`src/rtl/eth_phy_rx_block_sync_if.sv`:
```
// Sync-header input and lock/BER status bundle between the SerDes receive path and the
// block-sync core. The core connects through the slave modport.
interface eth_phy_rx_block_sync_if #(
    parameter int HDR_WIDTH     = 2,
    parameter int ERR_CNT_WIDTH = 16
);
    logic [HDR_WIDTH-1:0]     serdes_rx_hdr;
    logic                     serdes_rx_hdr_valid;
    logic                     rx_error_count_clr;
    logic                     serdes_rx_bitslip;
    logic                     serdes_rx_reset_req;
    logic                     rx_block_lock;
    logic                     rx_high_ber;
    logic                     rx_status;
    logic [ERR_CNT_WIDTH-1:0] rx_error_count;

    modport master (
        output serdes_rx_hdr, serdes_rx_hdr_valid, rx_error_count_clr,
        input  serdes_rx_bitslip, serdes_rx_reset_req, rx_block_lock,
               rx_high_ber, rx_status, rx_error_count
    );

    modport slave (
        input  serdes_rx_hdr, serdes_rx_hdr_valid, rx_error_count_clr,
        output serdes_rx_bitslip, serdes_rx_reset_req, rx_block_lock,
               rx_high_ber, rx_status, rx_error_count
    );
endinterface

```
`src/rtl/eth_phy_rx_block_sync.sv`:
```
// 64b/66b receive block synchroniser: hunts for sync-header lock with bitslip, monitors
// bit-error rate per 125 us window, and requests a SerDes reset after a long unlocked spell.
module eth_phy_rx_block_sync #(
    parameter int HDR_WIDTH           = 2,
    parameter int LOCK_COUNT          = 64,
    parameter int UNLOCK_ERR          = 16,
    parameter int BITSLIP_HIGH_CYCLES = 1,
    parameter int BITSLIP_LOW_CYCLES  = 8,
    parameter int COUNT_125US         = 19531,
    parameter int BER_THRESH          = 16,
    parameter int RESET_TIMEOUT       = 4096,
    parameter int ERR_CNT_WIDTH       = 16
) (
    input logic                    clk,
    input logic                    rst,
    eth_phy_rx_block_sync_if.slave bus
);
    localparam int HDR_CNT_W = $clog2(LOCK_COUNT + 1);
    localparam int ERR_W     = $clog2(UNLOCK_ERR + 1);
    localparam int PHASE_MAX = (BITSLIP_HIGH_CYCLES > BITSLIP_LOW_CYCLES) ?
                               BITSLIP_HIGH_CYCLES : BITSLIP_LOW_CYCLES;
    localparam int PHASE_W   = $clog2(PHASE_MAX + 1);
    localparam int BER_T_W   = $clog2(COUNT_125US + 1);
    localparam int BER_C_W   = $clog2(BER_THRESH + 1);
    localparam int UNL_W     = $clog2(RESET_TIMEOUT + 1);

    typedef enum logic [1:0] {UNLOCKED, SLIP, SETTLE, LOCKED} state_t;

    state_t                   state, state_next;
    logic [HDR_CNT_W-1:0]     hdr_cnt, hdr_cnt_next;
    logic [ERR_W-1:0]         err_cnt, err_cnt_next;
    logic [PHASE_W-1:0]       phase_cnt, phase_next;
    logic                     bitslip_q, lock_q;
    logic [BER_T_W-1:0]       ber_timer;
    logic [BER_C_W-1:0]       ber_cnt;
    logic                     high_ber_q, status_q;
    logic [UNL_W-1:0]         unl_timer;
    logic                     reset_req_q;
    logic [ERR_CNT_WIDTH-1:0] err_total;

    logic hdr_match, hdr_ok, hdr_bad, lock_err, ber_wrap;

    assign hdr_match = (bus.serdes_rx_hdr == HDR_WIDTH'(1)) || (bus.serdes_rx_hdr == HDR_WIDTH'(2));
    assign hdr_ok    = bus.serdes_rx_hdr_valid && hdr_match;
    assign hdr_bad   = bus.serdes_rx_hdr_valid && !hdr_match;
    assign lock_err  = lock_q && hdr_bad;
    assign ber_wrap  = (ber_timer == BER_T_W'(COUNT_125US - 1));

    // hdr_cnt counts consecutive good headers while hunting and window headers while locked.
    always_comb begin
        // NOTE: every always_comb output gets a default first so no path can infer a latch.
        state_next   = state;
        hdr_cnt_next = hdr_cnt;
        err_cnt_next = err_cnt;
        phase_next   = phase_cnt;
        unique case (state)
            UNLOCKED: begin
                if (hdr_ok) begin
                    if (hdr_cnt == HDR_CNT_W'(LOCK_COUNT - 1)) begin
                        state_next   = LOCKED;
                        hdr_cnt_next = '0;
                        err_cnt_next = '0;
                    end else begin
                        hdr_cnt_next = hdr_cnt + HDR_CNT_W'(1);
                    end
                end else if (hdr_bad) begin
                    state_next   = SLIP;
                    hdr_cnt_next = '0;
                    phase_next   = '0;
                end
            end
            SLIP: begin
                if (phase_cnt == PHASE_W'(BITSLIP_HIGH_CYCLES - 1)) begin
                    state_next = SETTLE;
                    phase_next = '0;
                end else begin
                    phase_next = phase_cnt + PHASE_W'(1);
                end
            end
            SETTLE: begin
                if (phase_cnt == PHASE_W'(BITSLIP_LOW_CYCLES - 1)) begin
                    state_next   = UNLOCKED;
                    phase_next   = '0;
                    hdr_cnt_next = '0;
                    err_cnt_next = '0;
                end else begin
                    phase_next = phase_cnt + PHASE_W'(1);
                end
            end
            LOCKED: begin
                if (bus.serdes_rx_hdr_valid) begin
                    // The lock-dropping error wins even when it is also the window's last header.
                    if (hdr_bad && err_cnt == ERR_W'(UNLOCK_ERR - 1)) begin
                        state_next   = SLIP;
                        hdr_cnt_next = '0;
                        err_cnt_next = '0;
                        phase_next   = '0;
                    end else if (hdr_cnt == HDR_CNT_W'(LOCK_COUNT - 1)) begin
                        hdr_cnt_next = '0;
                        err_cnt_next = '0;
                    end else begin
                        hdr_cnt_next = hdr_cnt + HDR_CNT_W'(1);
                        err_cnt_next = err_cnt + ERR_W'(hdr_bad);
                    end
                end
            end
            default: state_next = UNLOCKED;
        endcase
    end

    always_ff @(posedge clk) begin
        if (rst) begin
            state     <= UNLOCKED;
            hdr_cnt   <= '0;
            err_cnt   <= '0;
            phase_cnt <= '0;
            bitslip_q <= 1'b0;
            lock_q    <= 1'b0;
        end else begin
            // NOTE: registers use <= so every one samples the same pre-edge values.
            state     <= state_next;
            hdr_cnt   <= hdr_cnt_next;
            err_cnt   <= err_cnt_next;
            phase_cnt <= phase_next;
            bitslip_q <= (state_next == SLIP);
            lock_q    <= (state_next == LOCKED);
        end
    end

    // BER monitor: a coincident error at the wrap opens the new window with a count of one.
    always_ff @(posedge clk) begin
        if (rst) begin
            ber_timer  <= '0;
            ber_cnt    <= '0;
            high_ber_q <= 1'b0;
            status_q   <= 1'b0;
        end else begin
            status_q <= lock_q && !high_ber_q;
            if (ber_wrap) begin
                ber_timer  <= '0;
                ber_cnt    <= BER_C_W'(lock_err);
                high_ber_q <= (ber_cnt == BER_C_W'(BER_THRESH)) || (lock_err && BER_THRESH == 1);
            end else begin
                ber_timer <= ber_timer + BER_T_W'(1);
                if (lock_err && ber_cnt != BER_C_W'(BER_THRESH)) begin
                    ber_cnt <= ber_cnt + BER_C_W'(1);
                    if (ber_cnt == BER_C_W'(BER_THRESH - 1)) high_ber_q <= 1'b1;
                end
            end
        end
    end

    always_ff @(posedge clk) begin
        if (rst) begin
            unl_timer   <= '0;
            reset_req_q <= 1'b0;
            err_total   <= '0;
        end else begin
            if (lock_q) begin
                unl_timer   <= '0;
                reset_req_q <= 1'b0;
            end else if (unl_timer == UNL_W'(RESET_TIMEOUT - 1)) begin
                unl_timer   <= '0;
                reset_req_q <= 1'b1;
            end else begin
                unl_timer   <= unl_timer + UNL_W'(1);
                reset_req_q <= 1'b0;
            end

            if (bus.rx_error_count_clr) begin
                err_total <= ERR_CNT_WIDTH'(lock_err);
            end else if (lock_err && err_total != '1) begin
                err_total <= err_total + ERR_CNT_WIDTH'(1);
            end
        end
    end

    assign bus.serdes_rx_bitslip   = bitslip_q;
    assign bus.serdes_rx_reset_req = reset_req_q;
    assign bus.rx_block_lock       = lock_q;
    assign bus.rx_high_ber         = high_ber_q;
    assign bus.rx_status           = status_q;
    assign bus.rx_error_count      = err_total;
endmodule
```
`src/flat_wrapper.sv`:
```
// flat-port wrapper written by rule: the top's interface ports become plain ports
module eth_phy_rx_block_sync_flat 
#(
    parameter int HDR_WIDTH           = 2,
    parameter int LOCK_COUNT          = 64,
    parameter int UNLOCK_ERR          = 16,
    parameter int BITSLIP_HIGH_CYCLES = 1,
    parameter int BITSLIP_LOW_CYCLES  = 8,
    parameter int COUNT_125US         = 19531,
    parameter int BER_THRESH          = 16,
    parameter int RESET_TIMEOUT       = 4096,
    parameter int ERR_CNT_WIDTH       = 16
)
  (clk, rst, bus_serdes_rx_hdr, bus_serdes_rx_hdr_valid, bus_rx_error_count_clr, bus_serdes_rx_bitslip, bus_serdes_rx_reset_req, bus_rx_block_lock, bus_rx_high_ber, bus_rx_status, bus_rx_error_count);
  eth_phy_rx_block_sync_if #(.HDR_WIDTH(HDR_WIDTH), .ERR_CNT_WIDTH(ERR_CNT_WIDTH)) bus_i ();
  input logic clk;
  input logic rst;
  input wire logic [$bits(bus_i.serdes_rx_hdr)-1:0] bus_serdes_rx_hdr;
  input wire logic [$bits(bus_i.serdes_rx_hdr_valid)-1:0] bus_serdes_rx_hdr_valid;
  input wire logic [$bits(bus_i.rx_error_count_clr)-1:0] bus_rx_error_count_clr;
  output wire logic [$bits(bus_i.serdes_rx_bitslip)-1:0] bus_serdes_rx_bitslip;
  output wire logic [$bits(bus_i.serdes_rx_reset_req)-1:0] bus_serdes_rx_reset_req;
  output wire logic [$bits(bus_i.rx_block_lock)-1:0] bus_rx_block_lock;
  output wire logic [$bits(bus_i.rx_high_ber)-1:0] bus_rx_high_ber;
  output wire logic [$bits(bus_i.rx_status)-1:0] bus_rx_status;
  output wire logic [$bits(bus_i.rx_error_count)-1:0] bus_rx_error_count;
  assign bus_i.serdes_rx_hdr = bus_serdes_rx_hdr;
  assign bus_i.serdes_rx_hdr_valid = bus_serdes_rx_hdr_valid;
  assign bus_i.rx_error_count_clr = bus_rx_error_count_clr;
  assign bus_serdes_rx_bitslip = bus_i.serdes_rx_bitslip;
  assign bus_serdes_rx_reset_req = bus_i.serdes_rx_reset_req;
  assign bus_rx_block_lock = bus_i.rx_block_lock;
  assign bus_rx_high_ber = bus_i.rx_high_ber;
  assign bus_rx_status = bus_i.rx_status;
  assign bus_rx_error_count = bus_i.rx_error_count;
  eth_phy_rx_block_sync #(.HDR_WIDTH(HDR_WIDTH), .LOCK_COUNT(LOCK_COUNT), .UNLOCK_ERR(UNLOCK_ERR), .BITSLIP_HIGH_CYCLES(BITSLIP_HIGH_CYCLES), .BITSLIP_LOW_CYCLES(BITSLIP_LOW_CYCLES), .COUNT_125US(COUNT_125US), .BER_THRESH(BER_THRESH), .RESET_TIMEOUT(RESET_TIMEOUT), .ERR_CNT_WIDTH(ERR_CNT_WIDTH)) u_core (.clk(clk), .rst(rst), .bus(bus_i));
endmodule
```
`config.mk`:
```
export PLATFORM = sky130hd
export DESIGN_NAME = eth_phy_rx_block_sync_flat
export DESIGN_NICKNAME = d
export VERILOG_FILES = /design/src/rtl/eth_phy_rx_block_sync_if.sv /design/src/rtl/eth_phy_rx_block_sync.sv /design/src/flat_wrapper.sv
export SDC_FILE = /design/constraint.sdc
export NUM_CORES = 1
export LEC_CHECK = 0
export CORE_UTILIZATION = 48
export CTS_BUF_LIST = sky130_fd_sc_hd__clkbuf_2
export DETAILED_ROUTE_END_ITERATION = 8
export MAX_ROUTING_LAYER = met4
export PLACE_DENSITY = 0.78
export RECOVER_POWER = 100
export SLEW_MARGIN = 20
export SYNTH_ARGS = -nofsm -noshare
export SYNTH_HDL_FRONTEND = slang
export SYNTH_SLANG_ARGS = --single-unit
```
`constraint.sdc`:
```
create_clock -name clk -period 2.6 [get_ports clk]
set_clock_uncertainty 0.1 [all_clocks]
set_input_delay 0.52 -clock clk [delete_from_list [all_inputs] [get_ports clk]]
set_output_delay 0.52 -clock clk [all_outputs]
set_load 0.02 [all_outputs]
```
==> results list, run 1 <==
- For this block, the routed nets add up to slightly below 7000 um of wire.
* Number of DRC markers after the initial detailed-route iteration: 143
- After floorplanning, the core was sized to cover 6980 um2.
- At the pin with the least slew margin, the transition time is just over 0.8 ns.
- From left edge to right edge, the die measures ~90 um.
- Of the synthesized area, sequential elements account for 40.6%.
- The die covers 7750 um2.
- GRT Residual Overflow: 0
* Die Y-Extent: 88.0 um
- Clock tree synthesis found a total of slightly above 70 sinks.
* Root buffer cell: sky130_fd_sc_hd__clkbuf_2
* Area added between synthesis and finish: 14.2%
- Global routing used 19.8% of the available tracks across all layers.
- Final worst slack: 0.289 ns
* Result of the run: complete, no violations
- Endpoint of the worst-slack reg-to-reg timing path: u_core.ber_timer[8]$_SDFF_PP0_
* Period minus WS final: 2.31 ns
* Setup slack, reg-to-reg: around 0.37 ns
* Filler cell count in the final layout: between 600 and 700
* Number of gates given a new drive strength after cts: 0
- A synthesized cell averages between 8 and 9 um2.
* Pre-antenna DRT Iters: 4
* Remaining number of nets flagged by the antenna check after routing: 0
* Final Cycle Share: 88.9%
- Last weighted congestion value of the routability-driven placer: 0.877
- Port buffering added 26 buffers.
* Proportion of synthesized flip-flops having asynchronous set or reset: 0%
- The critical path starts at u_core.bus.rx_error_count[10]$_SDFFE_PP0P_.
- Number of vias per cell after detailed routing: 5.44
* Worst path depth: 1
- Worst path bufs/invs: 1
- Capturing element type of the critical path: output pin
* TritonCTS clock tree: done
- The later pin in the worst-skew pair is clocked with a latency of slightly above 0.5 ns.
* First-pass GRT wire length: 11700 um
* End point of the critical path: bus_rx_error_count[10]
* Maximum clock insertion buffer count: 2
- Setup-violating endpoint count in the final report: 0
- Top Ports: 27
- Final Hold Fails: 0
* Post-CTS Setup Bufs: 0
- Most common cell after layout, fill and taps aside: sky130_fd_sc_hd__dfxtp_1
- The Yosys step of the flow raised 0 warnings.
- Data required, critical path: 1.98 ns
- The max-slew violation count came to 0.
* Data arrival time at the worst-slack endpoint: 1.69 ns
- Clock transition at the register clock pins on the worst setup and hold paths after CTS: 0.21 ns
- In this run the worst path has a maximum fanout of 6.
- Dividing the detail-routed wire length by the instance count gives 12.3 um.
- The number of hold buffers added after CTS was 0.
- Area of the mapped netlist: between 3000 and 4000 um2
* Antenna cells: 0
- Number of nets produced by synthesis: 448
- Tightest slew margin relative to the limit: 45.3%
* Number of global-route vias before repair: approximately 2800
- For the worst flop-to-flop path, the logic depth is 5.
- Among cell families on the critical path, the largest total delay comes from buffers and inverters.
* Num CTS Buffers: 9
- At the placement stage, the worst setup path has a slack of between 0.003 and 0.004 ns.
- Residual DRC: 0
- In this run the power density over the cells is 478 nW/um2.
* Initial Util: 50.9%
- Cells with a size suffix above 1 make up 6.64% of the layout.
- Sum of negative setup slack: 0 ns
- The analysis attributes to cell leakage a power of roughly 1.4 nW.
- Summed over all nets, the half-perimeter wirelength after detailed placement is approximately 5000 um.
- Top library cells by usage in the layout, fill and taps aside: 72 x sky130_fd_sc_hd__dfxtp_1, 56 x sky130_fd_sc_hd__nor2_1, 37 x sky130_fd_sc_hd__nand2_1
- For this run, the leading register cell type out of synthesis is sky130_fd_sc_hd__dfxtp_1.
- Entering global routing, the biggest net connects 30 pins.
- Synth cell types: 49
- Critical R2R Launch: u_core.ber_timer[4]$_SDFF_PP0_
- Total power for the finished layout comes to 1.94 mW.
- Reported max-cap violation count: 0
- In this design, the stage delay of the slowest critical-path cell is between 0.7 and 0.8 ns.
- For this run, the post-layout net count is 485.
- The number of antenna violations at the first check in global routing is 0.
- Total number of H-tree levels: 3
- The tightest hold path in the finished design has a slack of 0.344 ns.
* Critical Path Source Type: flip-flop
- The setup path with the least slack is of type flip-flop to output pin.
- The largest individual stage delay along the critical path comes from the cell sky130_fd_sc_hd__dlygate4sd3_1.
- After synthesis the netlist holds a flip-flop and latch count of between 70 and 80.
- IR analysis of the VDD net gives a maximum drop of 294 uV.
* Number of cells produced by synthesis: between 400 and 500
- Unrepaired setup endpoints after global routing: false
- Detailed-route via count: 3064
- Derived from the worst setup path, the maximum achievable clock frequency is 0.433 GHz.
* Classification of the worst-slack hold path: flip-flop to flip-flop
- Floorplan row count: 30
- Number of enable-type register cells in the synthesized netlist: 0
* Cell-by-cell trace of the critical path: dlygate4sd3_1
-- flip-flops by register name (all words and copies together), names as in the netlist --
signal,flops
u_core.err_cnt,5
u_core.state,2
u_core.bus.rx_block_lock,1
u_core.hdr_cnt,7
u_core.bus.serdes_rx_bitslip,1
u_core.ber_timer,15
u_core.bus.rx_error_count,16
u_core.phase_cnt,4
u_core.unl_timer,13
u_core.ber_cnt,5
u_core.bus.rx_high_ber,1
u_core.bus.serdes_rx_reset_req,1
u_core.bus.rx_status,1
-- worst min path at each step --
stage                                      to  cells past startpoint                      startpoint
6_report       u_core.hdr_cnt[6]$_SDFFE_PP0P_                      2  u_core.hdr_cnt[6]$_SDFFE_PP0P_
5_1_grt        u_core.hdr_cnt[6]$_SDFFE_PP0P_                      2  u_core.hdr_cnt[6]$_SDFFE_PP0P_
4_1_cts        u_core.hdr_cnt[6]$_SDFFE_PP0P_                      2  u_core.hdr_cnt[6]$_SDFFE_PP0P_
3_5_place_dp   u_core.hdr_cnt[6]$_SDFFE_PP0P_                      2  u_core.hdr_cnt[6]$_SDFFE_PP0P_
3_3_place_gp   u_core.hdr_cnt[6]$_SDFFE_PP0P_                      2  u_core.hdr_cnt[6]$_SDFFE_PP0P_
2_1_floorplan  u_core.hdr_cnt[6]$_SDFFE_PP0P_                      2  u_core.hdr_cnt[6]$_SDFFE_PP0P_
-- layer usage --
layer,up-vias,share of wire (%),global-route usage [%]
li1,1564,-,-
met3,10,4.1,5.94
met2,67,48,33.4
met1,1423,46,22.5
met4,0,1.3,5.87
met5,-,0,-
-- cell usage after synthesis, drive strengths merged, types with 5 or more instances --
library cell,instances,area share [%]
ha,17,6.0
nand4,8,1.4
xnor2,21,5.2
a211oi,8,1.7
clkbuf,9,0.95
and3,5,0.88
inv,21,2.2
o21ai,12,1.7
nor4,7,1.2
a21oi,22,3.1
nor3,13,2.0
nor2,56,5.9
dfxtp,72,41
nand3,34,4.9
nand2,37,4.0
nor2b,6,1.1
and2,6,1.1
xor2,18,4.4
-- cell type report --
| type | instances | area [um2] | area share [%] |
|---|---|---|---|
| repair buffers | 39 | 343 | 8.45 |
| well taps | 96 | 120 | 2.96 |
| multi-input cells | 319 | 1960 | 48.2 |
| clock inverters | 6 | 67.6 | 1.67 |
| clock buffers | 10 | 50.0 | 1.23 |
| inverters | 21 | 78.8 | 1.94 |
| flip-flops and latches | 72 | 1440 | 35.5 |
-- through the flow --
| stage | utilization (%) | cell area [um2] | std cells |
|---|---|---|---|
| floorplan | - | 3550 | 425 |
| global placement | 56.8 | 3970 | 547 |
| detailed placement | 56.8 | 3970 | 547 |
| CTS | 58.5 | 4090 | 563 |
| global route | 58.1 | 4060 | 563 |
| finish | 58.1 | 4060 | 563 |
-- kinds of logic (layout without fill, tap and decap cells) --
group / after synthesis / after routing / share of synthesized area (%)
AOI/OAI and AO/OA: 64 / 64 / 11.4
xor gates and xnor gates: 39 / 39 / 9.62
adders and majority gates: 17 / 17 / 5.99
buffers and inverters: 34 / 76 / 3.98
DFF: 72 / 72 / 40.6
muxes: 1 / 1 / 0.282
and+or+nand+nor: 198 / 198 / 28.1
-- power breakdown --
part | total [mW] | switching [mW] | internal (mW)
combinational | 0.176 | 0.111 | 0.0656
clock | 0.627 | 0.398 | 0.229
sequential | 1.14 | 0.0168 | 1.12
total | 1.94 | 0.525 | 1.42
Note: power is estimated with default switching activity, not from simulation.
==> run 2, diff against run 1 <==
--- a/config.mk
+++ b/config.mk
@@ -9,7 +9,7 @@
 export CTS_BUF_LIST = sky130_fd_sc_hd__clkbuf_2
 export DETAILED_ROUTE_END_ITERATION = 8
 export MAX_ROUTING_LAYER = met4
-export PLACE_DENSITY = 0.78
+export PLACE_DENSITY = 0.68
 export RECOVER_POWER = 100
 export SLEW_MARGIN = 20
 export SYNTH_ARGS = -nofsm -noshare
==> results list, run 2 (synthesis results as in run 1) <==
* WHS Endpoint: u_core.hdr_cnt[6]$_SDFFE_PP0P_ (unchanged)
- Unrepaired setup endpoints after global routing: false (unchanged).
- Total GRT Usage: 20.1% (was 19.8%)
* Pleak: 1.46 nW (was 1.44 nW)
* Most common cell after layout, fill and taps aside: sky130_fd_sc_hd__dfxtp_1 (unchanged)
- Critical path start-end classification: flip-flop to flip-flop (was flip-flop to output pin)
- The end of the worst register-to-register path was u_core.bus.rx_error_count[1]$_SDFFE_PP0P_ (was u_core.ber_timer[8]$_SDFF_PP0_).
* Number of vias per cell after detailed routing: 5.34 (was 5.44)
- The count of inserted antenna diode cells is 0 (unchanged).
* Sum of negative setup slack: 0 ns (unchanged)
- The number of buffers between clock root and the deepest sink is 2 (unchanged).
- Measured slew at the worst slew-check pin: 1.17 ns (was 0.815 ns)
- The reg2reg setup slack is 0.21 ns (was 0.37 ns).
- The achievable frequency is 0.418 GHz (was 0.433 GHz).
* Maximum resistive drop on vdd: 309 uV (was 294 uV)
* Hold_buf cts: 0 (unchanged)
- The standard-cell row count came to 30 (unchanged).
- The clock sink count was 72 (unchanged).
* Tightest slew margin relative to the limit: 22.1% (was 45.3%)
- Die Y-Extent: 88.0 um (unchanged)
- Insertion delay of the later-clocked pin in the worst-skew pair: 0.51 ns (about the same)
- The routability congestion estimate from global placement is 0.842 (was 0.877).
- Number of gates given a new drive strength after cts: 0 (unchanged)
* Final worst slack: 0.210 ns (was 0.289 ns)
- The global-route wire length before repair is 11900 um (was 11700 um).
* Total area of multi-input combinational cells: 1960 um2 (about the same)
* Pin count of the biggest net entering global routing: 28 (was 30)
- Hold path startpoint: u_core.hdr_cnt[6]$_SDFFE_PP0P_ (unchanged)
- Detailed-route via count: 3009 (was 3064)
- Remaining number of nets flagged by the antenna check after routing: 0 (unchanged)
- The worst endpoint data arrival time is 2.72 ns (was 1.69 ns).
- Port Buffer Count: 26 (unchanged)
- The buffer cell driving the clock tree root is sky130_fd_sc_hd__clkbuf_2 (unchanged).
- The number of filler cells placed in the layout is 666 (was 638).
* Top library cells by usage in the layout, fill and taps aside: 72 x sky130_fd_sc_hd__dfxtp_1, 56 x sky130_fd_sc_hd__nor2_1, 36 x sky130_fd_sc_hd__nand2_1 (was 72 x sky130_fd_sc_hd__dfxtp_1, 56 x sky130_fd_sc_hd__nor2_1, 37 x sky130_fd_sc_hd__nand2_1)
* Worst setup timing slack at the placement stage: -0.0118 ns (was 0.00334 ns)
- The number of nets at the end of the flow came to 486 (was 485).
- Core box area: 6980 um2 (unchanged)
- Result of the run: complete, no violations (unchanged).
* Top Ports: 27 (unchanged)
- Data required, critical path: 2.93 ns (was 1.98 ns)
- The CTS tree is done (unchanged).
- The type of destination of the critical path is a flip-flop (was output pin).
- Power per cell area: 496 nW/um2 (was 478 nW/um2)
* Residual DRC: 0 (unchanged)
* Final Hold Fails: 0 (unchanged)
* Die width: 88.0 um (unchanged)
- Routed wire length: 7080 um (was 6900 um)
- The final routed wire length divided by cell count came to 12.5 um (was 12.3 um).
* Share of layout cells above drive strength 1: 6.84% (was 6.64%)
- The flip-flop count of the largest register after layout was 16 (unchanged).
* Clock transition at the register clock pins on the worst setup and hold paths after CTS: 0.21 ns (about the same)
- Worst Hold Margin: 0.344 ns (about the same)
- The post-CTS setup-driven buffer insertion count is 0 (unchanged).
- Design area: 4080 um2 (was 4060 um2)
- Total number of H-tree levels: 3 (unchanged)
- The critical path startpoint category is a flip-flop (unchanged).
* Critical R2R Launch: u_core.bus.rx_error_count[10]$_SDFFE_PP0P_ (was u_core.ber_timer[4]$_SDFF_PP0_)
- The via count of the first global-routing pass was 2725 (was 2787).
- The max-slew violation count came to 0 (unchanged).
- Period minus WS final: 2.39 ns (was 2.31 ns)
* Storage element area: 1440 um2 (unchanged)
- The iteration count of the initial detailed-routing pass is 4 (unchanged).
- The overall power was 2.02 mW (was 1.94 mW).
- Die area: 7750 um2 (unchanged)
- The initial detailed-routing violation count is 125 (was 143).
- Critical path peak fanout: 9 (was 6)
* Half-perimeter wire length after placement: 5140 um (was 5070 um)
- The area after detailed placement came to 3980 um2 (was 3970 um2).
* Number of antenna violations at the first check in global routing: 0 (unchanged)
- The count of endpoints failing setup in the final report is 0 (unchanged).
* GRT Residual Overflow: 0 (unchanged)
- The initial core utilization was 50.9% (unchanged).
- Reported max-cap violation count: 0 (unchanged)
- Number of cells on the worst reg-to-reg path: 6 (was 5)
- The total CTS buffers came to 9 (unchanged).
* Classification of the worst-slack hold path: flip-flop to flip-flop (unchanged)
* Final Cycle Share: 91.9% (was 88.9%)
* Area added between synthesis and finish: 15.0% (was 14.2%)
- The number of cells on the worst hold path came to 2 (unchanged).
-- run 2: metrics by stage --
stage | util (%) | instances
after floorplan | - | 425
after global placement | 56.9 | 548
after detailed placement | 56.9 | 548
after CTS | 58.8 | 564
after global routing | 58.5 | 564
final | 58.5 | 564
-- run 2: worst max-delay path, stage by stage (launching register included) --
cell                       delay, ns
sky130_fd_sc_hd__dfxtp_1        0.48
sky130_fd_sc_hd__nand4_1        0.24
sky130_fd_sc_hd__nor3_1         0.81
sky130_fd_sc_hd__a21o_1         0.24
sky130_fd_sc_hd__clkbuf_1       0.18
sky130_fd_sc_hd__mux2i_1        0.20
sky130_fd_sc_hd__nor2_1         0.05
-- run 2: area by class of cell --
class	instances	share of cell area, %
repair buffers	40	8.49
clock inverters	6	2.02
multi-input cells	319	48.1
clock buffers	10	1.23
well taps	96	2.94
inverters	21	1.93
flip-flops and latches	72	35.3
-- run 2: worst max-delay path by stage --
stage / startpoint / end / slack (ns) / cells past startpoint
final: u_core.bus.rx_error_count[10]$_SDFFE_PP0P_ / u_core.bus.rx_error_count[1]$_SDFFE_PP0P_ / 0.21 / 6
after global routing: u_core.unl_timer[0]$_SDFF_PP0_ / u_core.unl_timer[7]$_SDFF_PP0_ / 0.03 / 7
after CTS: u_core.unl_timer[0]$_SDFF_PP0_ / u_core.unl_timer[6]$_SDFF_PP0_ / 0.18 / 7
after detailed placement: bus_serdes_rx_hdr[0] / u_core.bus.rx_error_count[11]$_SDFFE_PP0P_ / -0.01 / 6
after global placement: bus_serdes_rx_hdr[0] / u_core.err_cnt[4]$_SDFFE_PP0P_ / 0.07 / 9
after floorplan: bus_serdes_rx_hdr[0] / u_core.err_cnt[4]$_SDFFE_PP0P_ / 0.57 / 8
-- run 2: layer usage --
layer / GRT usage [%] / part of all wire, % / wire length, um / up-vias
li1: - / - / - / 1565
met1: 24.5 / 49 / 3460 / 1385
met2: 32.2 / 46 / 3240 / 47
met3: 3.58 / 3.5 / 245 / 12
met4: 9.24 / 1.8 / 129 / 0
met5: - / 0 / 0 / -
-- run 2: power by group --
group | internal, mW | total [mW] | switching [mW]
registers | 1.12 | 1.14 | 0.0165
logic | 0.0649 | 0.176 | 0.111
clock network | 0.320 | 0.712 | 0.392
total | 1.51 | 2.02 | 0.519
